**src/rtl/imem_uart_loader.sv**
```systemverilog
// Serial boot loader: 8N1 UART receiver feeding a frame parser that writes 16-bit words
// into the instruction RAM and releases the core once the frame checksum matches.
module imem_uart_loader #(
   parameter int                CLKS_PER_BIT = 434,
   parameter int                ADDR_W       = 16,
   parameter logic [ADDR_W-1:0] BASE_ADDR    = '0
) (
   input  logic              clk,
   input  logic              rst_n,
   input  logic              rxd,
   input  logic              load_req,
   output logic [ADDR_W-1:0] ram_addr,
   output logic [15:0]       ram_data,
   output logic              ram_wren,
   output logic              cpu_run,
   output logic              busy,
   output logic              err,
   output logic [15:0]       words_loaded
);
   localparam int CW = $clog2(CLKS_PER_BIT);

   typedef enum logic [1:0] {RX_IDLE, RX_START, RX_DATA, RX_STOP} rx_state_t;
   typedef enum logic [2:0] {
      S_WAIT_SYNC, S_CNT_HI, S_CNT_LO, S_DATA_HI, S_DATA_LO, S_WRITE, S_CHECK, S_DONE
   } ld_state_t;

   rx_state_t   r_rx_state;
   logic        r_rx_s1, r_rx_s2, r_rx_prev;
   logic [CW-1:0] r_clk_cnt;
   logic [2:0]  r_bit_idx;
   logic [7:0]  r_shift;
   logic [7:0]  r_byte;
   logic        r_byte_vld;
   logic        r_frame_err;

   ld_state_t   r_state;
   logic [15:0] r_cnt;
   logic [15:0] r_index;
   logic [7:0]  r_hi;
   logic [7:0]  r_sum;

   logic              w_rx_fall;
   logic [7:0]        w_sum_next;
   logic [ADDR_W-1:0] w_wr_addr;

   assign w_rx_fall  = r_rx_prev & ~r_rx_s2;
   assign w_sum_next = r_sum + r_byte;
   assign w_wr_addr  = BASE_ADDR + ADDR_W'(r_index);

   // UART receiver; every sample point lands mid-bit counted from the synchronised falling edge
   always_ff @(posedge clk or negedge rst_n) begin
      if (!rst_n) begin
         r_rx_s1     <= 1'b1;
         r_rx_s2     <= 1'b1;
         r_rx_prev   <= 1'b1;
         r_rx_state  <= RX_IDLE;
         r_clk_cnt   <= '0;
         r_bit_idx   <= '0;
         r_shift     <= '0;
         r_byte      <= '0;
         r_byte_vld  <= 1'b0;
         r_frame_err <= 1'b0;
      end else begin
         r_rx_s1     <= rxd;
         r_rx_s2     <= r_rx_s1;
         r_rx_prev   <= r_rx_s2;
         r_byte_vld  <= 1'b0;
         r_frame_err <= 1'b0;
         case (r_rx_state)
            RX_IDLE: begin
               r_clk_cnt <= '0;
               r_bit_idx <= '0;
               if (w_rx_fall) r_rx_state <= RX_START;
            end
            RX_START: begin
               if (r_clk_cnt == CW'(CLKS_PER_BIT/2 - 1)) begin
                  r_clk_cnt  <= '0;
                  r_rx_state <= r_rx_s2 ? RX_IDLE : RX_DATA;
               end else begin
                  r_clk_cnt <= r_clk_cnt + 1'b1;
               end
            end
            RX_DATA: begin
               if (r_clk_cnt == CW'(CLKS_PER_BIT - 1)) begin
                  r_clk_cnt <= '0;
                  r_shift   <= {r_rx_s2, r_shift[7:1]};
                  if (r_bit_idx == 3'd7) r_rx_state <= RX_STOP;
                  else                   r_bit_idx  <= r_bit_idx + 1'b1;
               end else begin
                  r_clk_cnt <= r_clk_cnt + 1'b1;
               end
            end
            RX_STOP: begin
               if (r_clk_cnt == CW'(CLKS_PER_BIT - 1)) begin
                  r_clk_cnt  <= '0;
                  r_rx_state <= RX_IDLE;
                  if (r_rx_s2) begin
                     r_byte     <= r_shift;
                     r_byte_vld <= 1'b1;
                  end else begin
                     r_frame_err <= 1'b1;
                  end
               end else begin
                  r_clk_cnt <= r_clk_cnt + 1'b1;
               end
            end
            default: r_rx_state <= RX_IDLE;
         endcase
      end
   end

   // Frame parser; load_req outranks everything, including a byte arriving in the same cycle
   always_ff @(posedge clk or negedge rst_n) begin
      if (!rst_n) begin
         r_state      <= S_WAIT_SYNC;
         r_cnt        <= '0;
         r_index      <= '0;
         r_hi         <= '0;
         r_sum        <= '0;
         ram_addr     <= BASE_ADDR;
         ram_data     <= '0;
         ram_wren     <= 1'b0;
         cpu_run      <= 1'b0;
         busy         <= 1'b0;
         err          <= 1'b0;
         words_loaded <= '0;
      end else begin
         ram_wren <= 1'b0;
         if (load_req) begin
            r_state <= S_WAIT_SYNC;
            cpu_run <= 1'b0;
            busy    <= 1'b0;
            r_index <= '0;
         end else if (r_frame_err && r_state != S_WAIT_SYNC && r_state != S_DONE) begin
            err     <= 1'b1;
            busy    <= 1'b0;
            r_state <= S_WAIT_SYNC;
         end else begin
            case (r_state)
               S_WAIT_SYNC: if (r_byte_vld && r_byte == 8'h55) begin
                  r_state      <= S_CNT_HI;
                  err          <= 1'b0;
                  words_loaded <= '0;
                  busy         <= 1'b1;
                  r_sum        <= '0;
                  r_index      <= '0;
               end
               S_CNT_HI: if (r_byte_vld) begin
                  r_cnt[15:8] <= r_byte;
                  r_sum       <= w_sum_next;
                  r_state     <= S_CNT_LO;
               end
               S_CNT_LO: if (r_byte_vld) begin
                  r_cnt[7:0] <= r_byte;
                  r_sum      <= w_sum_next;
                  r_state    <= ({r_cnt[15:8], r_byte} != 16'd0) ? S_DATA_HI : S_CHECK;
               end
               S_DATA_HI: if (r_byte_vld) begin
                  r_hi    <= r_byte;
                  r_sum   <= w_sum_next;
                  r_state <= S_DATA_LO;
               end
               S_DATA_LO: if (r_byte_vld) begin
                  r_sum    <= w_sum_next;
                  ram_addr <= w_wr_addr;
                  ram_data <= {r_hi, r_byte};
                  ram_wren <= 1'b1;
                  r_state  <= S_WRITE;
               end
               S_WRITE: begin
                  r_index      <= r_index + 16'd1;
                  words_loaded <= words_loaded + 16'd1;
                  r_state      <= (r_index + 16'd1 != r_cnt) ? S_DATA_HI : S_CHECK;
               end
               S_CHECK: if (r_byte_vld) begin
                  busy <= 1'b0;
                  if (r_byte == r_sum) begin
                     cpu_run <= 1'b1;
                     r_state <= S_DONE;
                  end else begin
                     err     <= 1'b1;
                     r_state <= S_WAIT_SYNC;
                  end
               end
               S_DONE: ;
               default: r_state <= S_WAIT_SYNC;
            endcase
         end
      end
   end
endmodule
```
**config.mk**
```make
export PLATFORM = sky130hd
export DESIGN_NAME = imem_uart_loader
export DESIGN_NICKNAME = d
export VERILOG_FILES = /design/src/rtl/imem_uart_loader.sv
export SDC_FILE = /design/constraint.sdc
export NUM_CORES = 1
export LEC_CHECK = 0
export ABC_AREA = 1
export BUFFER_PORTS_ARGS = -buffer_cell sky130_fd_sc_hd__buf_2
export CAP_MARGIN = 40
export CORE_UTILIZATION = 49
export DETAILED_ROUTE_END_ITERATION = 10
export PLACE_DENSITY = 0.67
export SYNTH_ARGS = -nofsm -noshare
export SYNTH_HDL_FRONTEND = slang
export SYNTH_SLANG_ARGS = --single-unit
```
**constraint.sdc**
```tcl
create_clock -name clk -period 2.3 [get_ports clk]
set_input_delay 0.46 -clock clk [delete_from_list [all_inputs] [get_ports clk]]
set_output_delay 0.46 -clock clk [all_outputs]
set_load 0.02 [all_outputs]
```
# == After elaboration in Yosys (flattened, before gate mapping) ==
# Cells that the tools add are included.
# word_totals
register_bits,138
out_inout_bits,52
wordCells,159
# classes
addsub,5
n_eq_ne,35
mux,58
bitwise_logic,4
n_reduce_logical,34
# op_table
op,count
case mux 16 bit (2 select lines),2
two-way mux 16 bit,3
two-way mux 3 bit,13
"adder 16 x 1 -> 16 bit, second input constant",2
case mux 9 bit (3 select lines),1
"inequality test 4 bit, second input constant",6
AND reduction 4 bit,6
two-way mux 1 bit,23
case mux 3 bit (7 select lines),1
two-way mux 9 bit,2
two-way mux 8 bit,2
inequality test 16 bit,1
"inequality test 2 bit, second input constant",8
case mux 8 bit (2 select lines),1
nonzero test 16 bit,1
"inequality test 3 bit, second input constant",5
AND reduction 5 bit,3
"== test 3 bit, second input constant",4
two-way mux 2 bit,6
AND reduction 3 bit,4
nonzero test 2 bit,6
"adder 9 x 1 -> 9 bit, second input constant",1
"== test 9 x 8 -> 1 bit, second input constant",1
"== test 9 bit, second input constant",1
other kinds (24),33

# == Longest topological paths before layout ==
# Gate-level depths: netlist of the first run.
# logic_depth
word_depth,6
mapped_depth,16
ltp_nobuf,16

# == Worst setup path after synthesis of the first run ==
# No wires, ideal clock.
# synth_timing
path_type,reg2reg
start,register r_byte[0]
end,register r_sum[6]
setup_ns,0.126
arrival_time_ns,1.723
slack_ns,0.451
stages_incl_launch_ff,11
path_buffers,0
synth_period_minus_slack_ns,1.849
cell_sequence,dfrtp_1 -> ha_1 -> inv_1 -> fa_1 -> o31ai_1 -> nand2_1 -> nand2_1 -> a21oi_1 -> xnor2_1 -> nand3_1 -> o21ai_0
# synth_via
elab_chain_cells,4
elab_cells_between_ends,7
cone_classes,add/sub (1); eq/ne (2); mux (2); reduce/logical (2)
# synth_lines
element,line_no,text
from (decl),32,logic [7:0] r_byte;
from (signal assigned),98,r_byte <= r_shift;
"parallel branches: the longest is 4 deep, another holds adder 8 bit",-,
to (signal assigned),150,r_sum <= w_sum_next;
to (signal assigned),155,r_sum <= w_sum_next;
to (signal assigned),160,r_sum <= w_sum_next;
to (decl),40,logic [7:0] r_sum;
# Several ways; the timed one is not identified. The select of a mux whose other input is x is not followed.
# A chain may end at the register's enable or synchronous reset.

# == Final worst setup path of the first run ==
# Ends and elaborated chain as after synthesis.

==> impl_metrics.tcl, run 1 <==
set metrics [dict create \
    rows 43 \
    synth.lib_cells_used.distinct 41 \
    power_density_nw_per_um2 788 \
    detail_route.iter0.violations 418 \
    io-pin-count 56 \
    clock_sink_count 138 \
    setup_repair_after_global_routing_missed_its_margin "no" \
    critical_path.most_common_cell "nand2_1" \
    synth-main-ff-cell "dfrtp_1" \
    synth_most_common_cell "nand2_1" \
    num_cts_buffers 17 \
    critPathArrivalTime_ps 2350 \
    post_synth_inst_count 847 \
    antenna_found_initial 0 \
    cell_type_with_the_highest_aggregate_area_in_the_netlist "dfrtp_1" \
    worstSetupStartpointType "register" \
    setup-tns-final_ps 0 \
    period_share 0.889 \
    worst-slew-pin-transition_ps 511 \
    finish_stage_setup_viols 0 \
    synthDominantCellAreaShare 0.483 \
    layout-drive-gt1-share 0.151 \
    worst_ep_required_time_ps 2610 \
    max_stage_delay_ps 400 \
    clock-root-buffer "clkbuf_16" \
    critPathMaxFanout 4 \
    grt_pass1_vias 5367 \
    final_hold_viol_count 10 \
    detail_route.drc_violations 0 \
    number_of_flops_mapped_to_enable_cells_by_yosys 0 \
    start_util 0.504 \
    max-slew-margin-rel 0.658 \
    via_count 5754 \
    power.leakage_nw 3.90 \
    clk_latency_ps 420 \
    grt_pass1_wl_um 25900 \
    syn-mean-instance-area_um2 8.25 \
    post_synth_instance_area_um2 6990 \
    drtPass1Iterations 5 \
    cts_buffer_depth 2 \
    grt-busiest-layer "met2" \
    timing_worst_setup_path_type "reg -> reg" \
    flip_flop_and_latch_count_after_synthesis 138 \
    hold_path_class "in -> async" \
    postRouteWirelength_um 15500 \
    synth.top_cells.by_count "nand2_1, dfrtp_1, inv_1" \
    final_max_slew_viol_count 0 \
    timing.max_cap.violations 0 \
    vdd.ir_drop.worst_mv 0.671 \
    hold_ws_ps -7.17 \
    design.die.area_um2 14700 \
    die_w_um 121 \
    cts_max_level 4 \
    post_layout_nonfiller_instances 1113 \
    clock_tree_from_tritoncts "yes" \
    synth.yosys.warnings 0 \
    gp_congestion 0.873 \
    dp_cells 1081 \
    met2_usage 0.359 \
    cts.reportedPaths.clkPinSlew_ps 60 \
    core_area_um2 13900 \
    run_status "finished, violations left" \
    layout_min_cycle_time_ps 2040 \
    area_delta_synth_final_pct 15.2 \
    worst_case_clock_skew_ps 6.90 \
    postSynthNetCount 866 \
    post_drt_via_cell_ratio 5.17 \
    grt_max_degree 54 \
    synth-seq-area-share 0.495 \
    async_reset_ff_frac 1.00 \
    die_h_um 121 \
    cts-hold-fix-buffers 0 \
    slowest_library_cell_on_the_worst_path "dfrtp_1" \
    max_freq_ghz 0.489 \
    critical_path.endpoint_type "register" \
    final_net_count 939 \
    synth.top_cells.by_area "dfrtp_1, nand2_1, inv_1, o21ai_0, nand3_1" \
    global_route.usage.met1 0.311 \
    met3_usage 0.0498 \
    globalRoute.totalOverflow 0 \
    path_cells "ha_1, inv_1, fa_1, o31ai_1, nand2_1, nand2_1, a21oi_1, xnor2_1, nand3_1, o21ai_0" \
    remaining_number_of_nets_flagged_by_the_antenna_check_after_routing 0 \
    detail_route.wl_per_cell_um 13.9 \
    failed_checks "negative hold slack" \
    io_buffers 55 \
    dp_hpwl_um 11200 \
    antenna_cells 0 \
    groute.usage.overall 0.228 \
]
stage by stage:
step	setup WS (ps)	util	hold WS (ps)	total power [mW]	instance area, um2
after floorplan	451	-	164	3.66	6990
after global placement	273	0.541	350	3.97	7500
after detailed placement	245	0.542	351	3.99	7520
after CTS	237	0.579	9.51	6.40	8040
after global routing	21.8	0.580	29.9	6.68	8050
final	256	0.580	-7.17	6.34	8050
report_power, final:
| part | total (mW) | leakage, nW | switching (mW) | internal (mW) |
|---|---|---|---|---|
| Combinational | 1.17 | 1.78 | 0.771 | 0.394 |
| Sequential | 2.79 | 1.87 | 0.176 | 2.61 |
| Clock | 2.39 | 0.247 | 1.02 | 1.37 |
| Total | 6.34 | 3.90 | 1.97 | 4.38 |
critical path, delay by kind of cell, from the launching register on:
kind	cells	cell delay [ps]
XOR/XNOR	1	130
flip-flops	1	400
adder cells (fa/ha/maj)	2	600
AO/OA/AOI/OAI	3	540
AND/OR/NAND/NOR	3	220
buffers and inverters	1	60
metal layers:
layer,routed length (um),vias to the layer above,part of all wire
met5,0,-,0
met4,192,0,0.012
met3,523,17,0.034
met2,7320,90,0.47
met1,7450,2703,0.48
li1,-,2944,-
sequential cells by signal, summed over array words and instances (netlist names), named ones only:
signal        count
r_state           3
r_rx_prev         1
r_sum             8
r_byte            8
r_rx_s2           1
r_cnt            16
busy              1
ram_addr         16
ram_data         16
r_rx_s1           1
r_index          16
r_bit_idx         3
r_clk_cnt         9
r_rx_state        1
r_shift           8
err               1
r_hi              8
words_loaded     16
r_frame_err       1
cpu_run           1
r_byte_vld        1
ram_wren          1
layout by cell type (no fill, tap or decap), drive strengths merged, types with 21 or more instances in the layout:
cell    instances
nand2         241
dfrtp         135
inv           103
o21ai          86
buf            71
nor2           60
nand3          51
nor3           24
o22ai          21
a21oi          21
clkbuf         21
cell type report:
type	count	area [um2]
Fill cell	1254	5830
Sequential cell	138	3460
Multi-Input combinational cell	589	3020
Clock buffer	21	440
Timing Repair Buffer	71	439
Inverter	103	389
Tap cell	180	225
Clock inverter	11	77.6
what timing repair did:
item                       4_1_cts  5_1_grt
setup endpoints to repair        0        2
gates resized for setup          0        3
buffers inserted                 0        0
logic make-up after synthesis:
kind of cell | Yosys count | synth area share
buffers and inverters | 120 | 0.0741
XOR/XNOR | 18 | 0.0226
flip-flops | 138 | 0.495
AND/OR/NAND/NOR | 413 | 0.261
AO/OA/AOI/OAI | 143 | 0.120
adder cells (fa/ha/maj) | 15 | 0.0279
path summary, 6_finish.rpt:
path	cells past startpoint	slack, ps	endpoint	startpoint
min	1	-7	ram_addr[5]$_DFFE_PN0P_	rst_n
min in group clk	1	140	r_rx_s1$_DFF_PN1_	rxd
min reg2reg	0	360	r_rx_s2$_DFF_PN1_	r_rx_s1$_DFF_PN1_
max reg2reg	10	260	r_sum[6]$_DFFE_PN0P_	r_byte[0]$_DFFE_PN0P_
max	10	260	r_sum[6]$_DFFE_PN0P_	r_byte[0]$_DFFE_PN0P_
max in group asynchronous	2	1670	r_hi[5]$_DFFE_PN0P_	rst_n
Power figures use the tool's default switching activity.
==> run 2, diff against run 1 <==
- clock period: 2.3 -> 2.2 ns (I/O delays scaled with it)
==> impl_metrics.tcl, run 2 (synthesis gave the netlist of run 1 again) <==
set metrics [dict create \
    design.die.area_um2 14700 \
    power.leakage_nw 3.96 \
    comb_power_share 0.175 \
    cts_buffer_depth 2 \
    p_clk_frac 0.406 \
    cts.reportedPaths.clkPinSlew_ps 60 \
    sw_ratio 0.295 \
    cts_max_level 4 \
    post_cts.repair.setup_buffers 0 \
    worst_case_clock_skew_ps 8.26 \
    layout-drive-gt1-share 0.155 \
    detail_route.wl_per_cell_um 14.0 \
    critical_path.most_common_cell "nand2_1" \
    grt_pass1_wl_um 26100 \
    max_freq_ghz 0.494 \
    hold_path_class "in -> reg" \
    groute.usage.overall 0.230 \
    grt_max_degree 49 \
    holdCritStartpoint "rxd" \
    worst-slew-pin-transition_ps 515 \
    r2r_setup_slack_ps 170 \
    clk_latency_ps 420 \
    io_buffers 55 \
    io-pin-count 56 \
    total_switching_power_mw 2.05 \
    setup_repair_after_global_routing_missed_its_margin "no" \
    timing.max_cap.violations 0 \
    layout_min_cycle_time_ps 2030 \
    final_net_count 944 \
    critical_path.endpoint_type "register" \
    run_status "finished clean" \
    finish_stage_setup_viols 0 \
    globalRoute.totalOverflow 0 \
    antenna_cells 0 \
    hold_ws_ps 120 \
    period_share 0.921 \
    critPathMaxFanout 4 \
    dp_hpwl_um 11200 \
    slowest_library_cell_on_the_worst_path "fa_1" \
    most-common-layout-cells "nand2_1, dfrtp_1, inv_1, o21ai_0, buf_2" \
    antenna_found_initial 0 \
    final_hold_viol_count 0 \
    setup-tns-final_ps 0 \
    die_w_um 121 \
    area_delta_synth_final_pct 16.7 \
    grt_pass1_vias 5406 \
    drtPass1Iterations 5 \
    reg2reg_from "r_byte[0]$_DFFE_PN0P_" \
    gp_congestion 0.866 \
    worstSetupStartpoint "r_byte[0]$_DFFE_PN0P_" \
    critPathArrivalTime_ps 2330 \
    vdd.ir_drop.worst_mv 0.653 \
    remaining_number_of_nets_flagged_by_the_antenna_check_after_routing 0 \
    power_density_nw_per_um2 855 \
    crit_family "adder cells" \
    worstSetupStartpointType "register" \
    die_h_um 121 \
    layout.cells.most_common "nand2_1" \
    post_drt_via_cell_ratio 5.19 \
    max_stage_delay_ps 400 \
    p_int_mw 4.92 \
    max-slew-margin-rel 0.656 \
    clock-root-buffer "clkbuf_16" \
    num_cts_buffers 17 \
    clock_tree_from_tritoncts "yes" \
    power.sequential.fraction 0.419 \
    final_max_slew_viol_count 0 \
    detail_route.drc_violations 0 \
    timing_worst_setup_path_type "reg -> reg" \
    via_count 5796 \
    worst_ep_required_time_ps 2500 \
    start_util 0.504 \
    clock_sink_count 138 \
    core_area_um2 13900 \
    path_cells "ha_1, inv_1, fa_1, o31ai_1, nand2_1, nand2_1, a21oi_1, xnor2_1, nand3_1, o21ai_0" \
    postRouteWirelength_um 15600 \
    detail_route.iter0.violations 326 \
    rows 43 \
    cp.buffers_inverters 1 \
]
## run 2: cell types whose count changed in the layout (fill, tap and decap cells not counted), sizes merged
cell	before	now
buf	71	75
bufinv	0	3
clkbuf	21	19
clkinv	8	7
clkinvlp	3	2
dlygate4sd3	0	1
## run 2: layer usage
metal / routed length [um] / part of all wire / vias up / GRT usage
met1: 7410 / 0.48 / 2700 / 0.313
li1: - / - / 2965 / -
met3: 599 / 0.038 / 17 / 0.0526
met4: 219 / 0.014 / 0 / 0.0694
met5: 0 / 0 / - / 0
met2: 7360 / 0.47 / 114 / 0.365
## run 2: path summary, 6_finish.rpt
path	end	cells after the start
max reg2reg	r_sum[6]$_DFFE_PN0P_	10
min in group asynchronous	ram_addr[6]$_DFFE_PN0P_	2
max in group asynchronous	r_rx_s1$_DFF_PN1_	3
min	r_rx_s1$_DFF_PN1_	1
max	r_sum[6]$_DFFE_PN0P_	10
min reg2reg	r_rx_s2$_DFF_PN1_	0
## run 2: timing repair
| item | 4_1_cts | 5_1_grt |
|---|---|---|
| endpoints found under the hold margin | 43 | 0 |
| gates resized for setup | 0 | 1 |
| setup endpoints to repair | 0 | 1 |
| hold buffers | 1 | 0 |
## run 2: worst reg2reg max path, delay by kind of cell, from the launching register on
kind | cells | cell delay, ps
AOI/OAI and AO/OA | 3 | 530
buffers and inverters | 1 | 50
adders and majority gates | 2 | 590
and+or+nand+nor | 3 | 230
xor gates and xnor gates | 1 | 130
DFF | 1 | 390
## run 2: metrics by stage
step / setup slack (ps) / cells / cell area [um2] / power (mW) / util
2_1_floorplan: 351 / 847 / 6990 / 3.83 / -
3_3_place_gp: 258 / 1085 / 7550 / 4.17 / 0.544
3_5_place_dp: 182 / 1085 / 7550 / 4.18 / 0.544
4_1_cts: 175 / 1117 / 8150 / 7.03 / 0.587
5_1_grt: 4.50 / 1117 / 8150 / 7.35 / 0.587
6_report: 175 / 1117 / 8150 / 6.97 / 0.587
## run 2: final cells by class
| cell class | count | area (um2) |
|---|---|---|
| repair buffers | 76 | 479 |
| clock buffers | 19 | 433 |
| clock inverters | 12 | 151 |
| fillers | 1321 | 5730 |
| inverters | 103 | 389 |
| multi-input cells | 589 | 3020 |
| flip-flops and latches | 138 | 3460 |
| well taps | 180 | 225 |
## run 2: power groups by stage
stage                     clock network [mW]  registers (mW)  logic, mW
after floorplan                            0            2.95      0.876
after global placement                     0            2.96       1.21
after detailed placement                   0            2.96       1.22
after CTS                               2.88            2.92       1.23
after global routing                    3.01            2.95       1.40
final                                   2.83            2.92       1.22
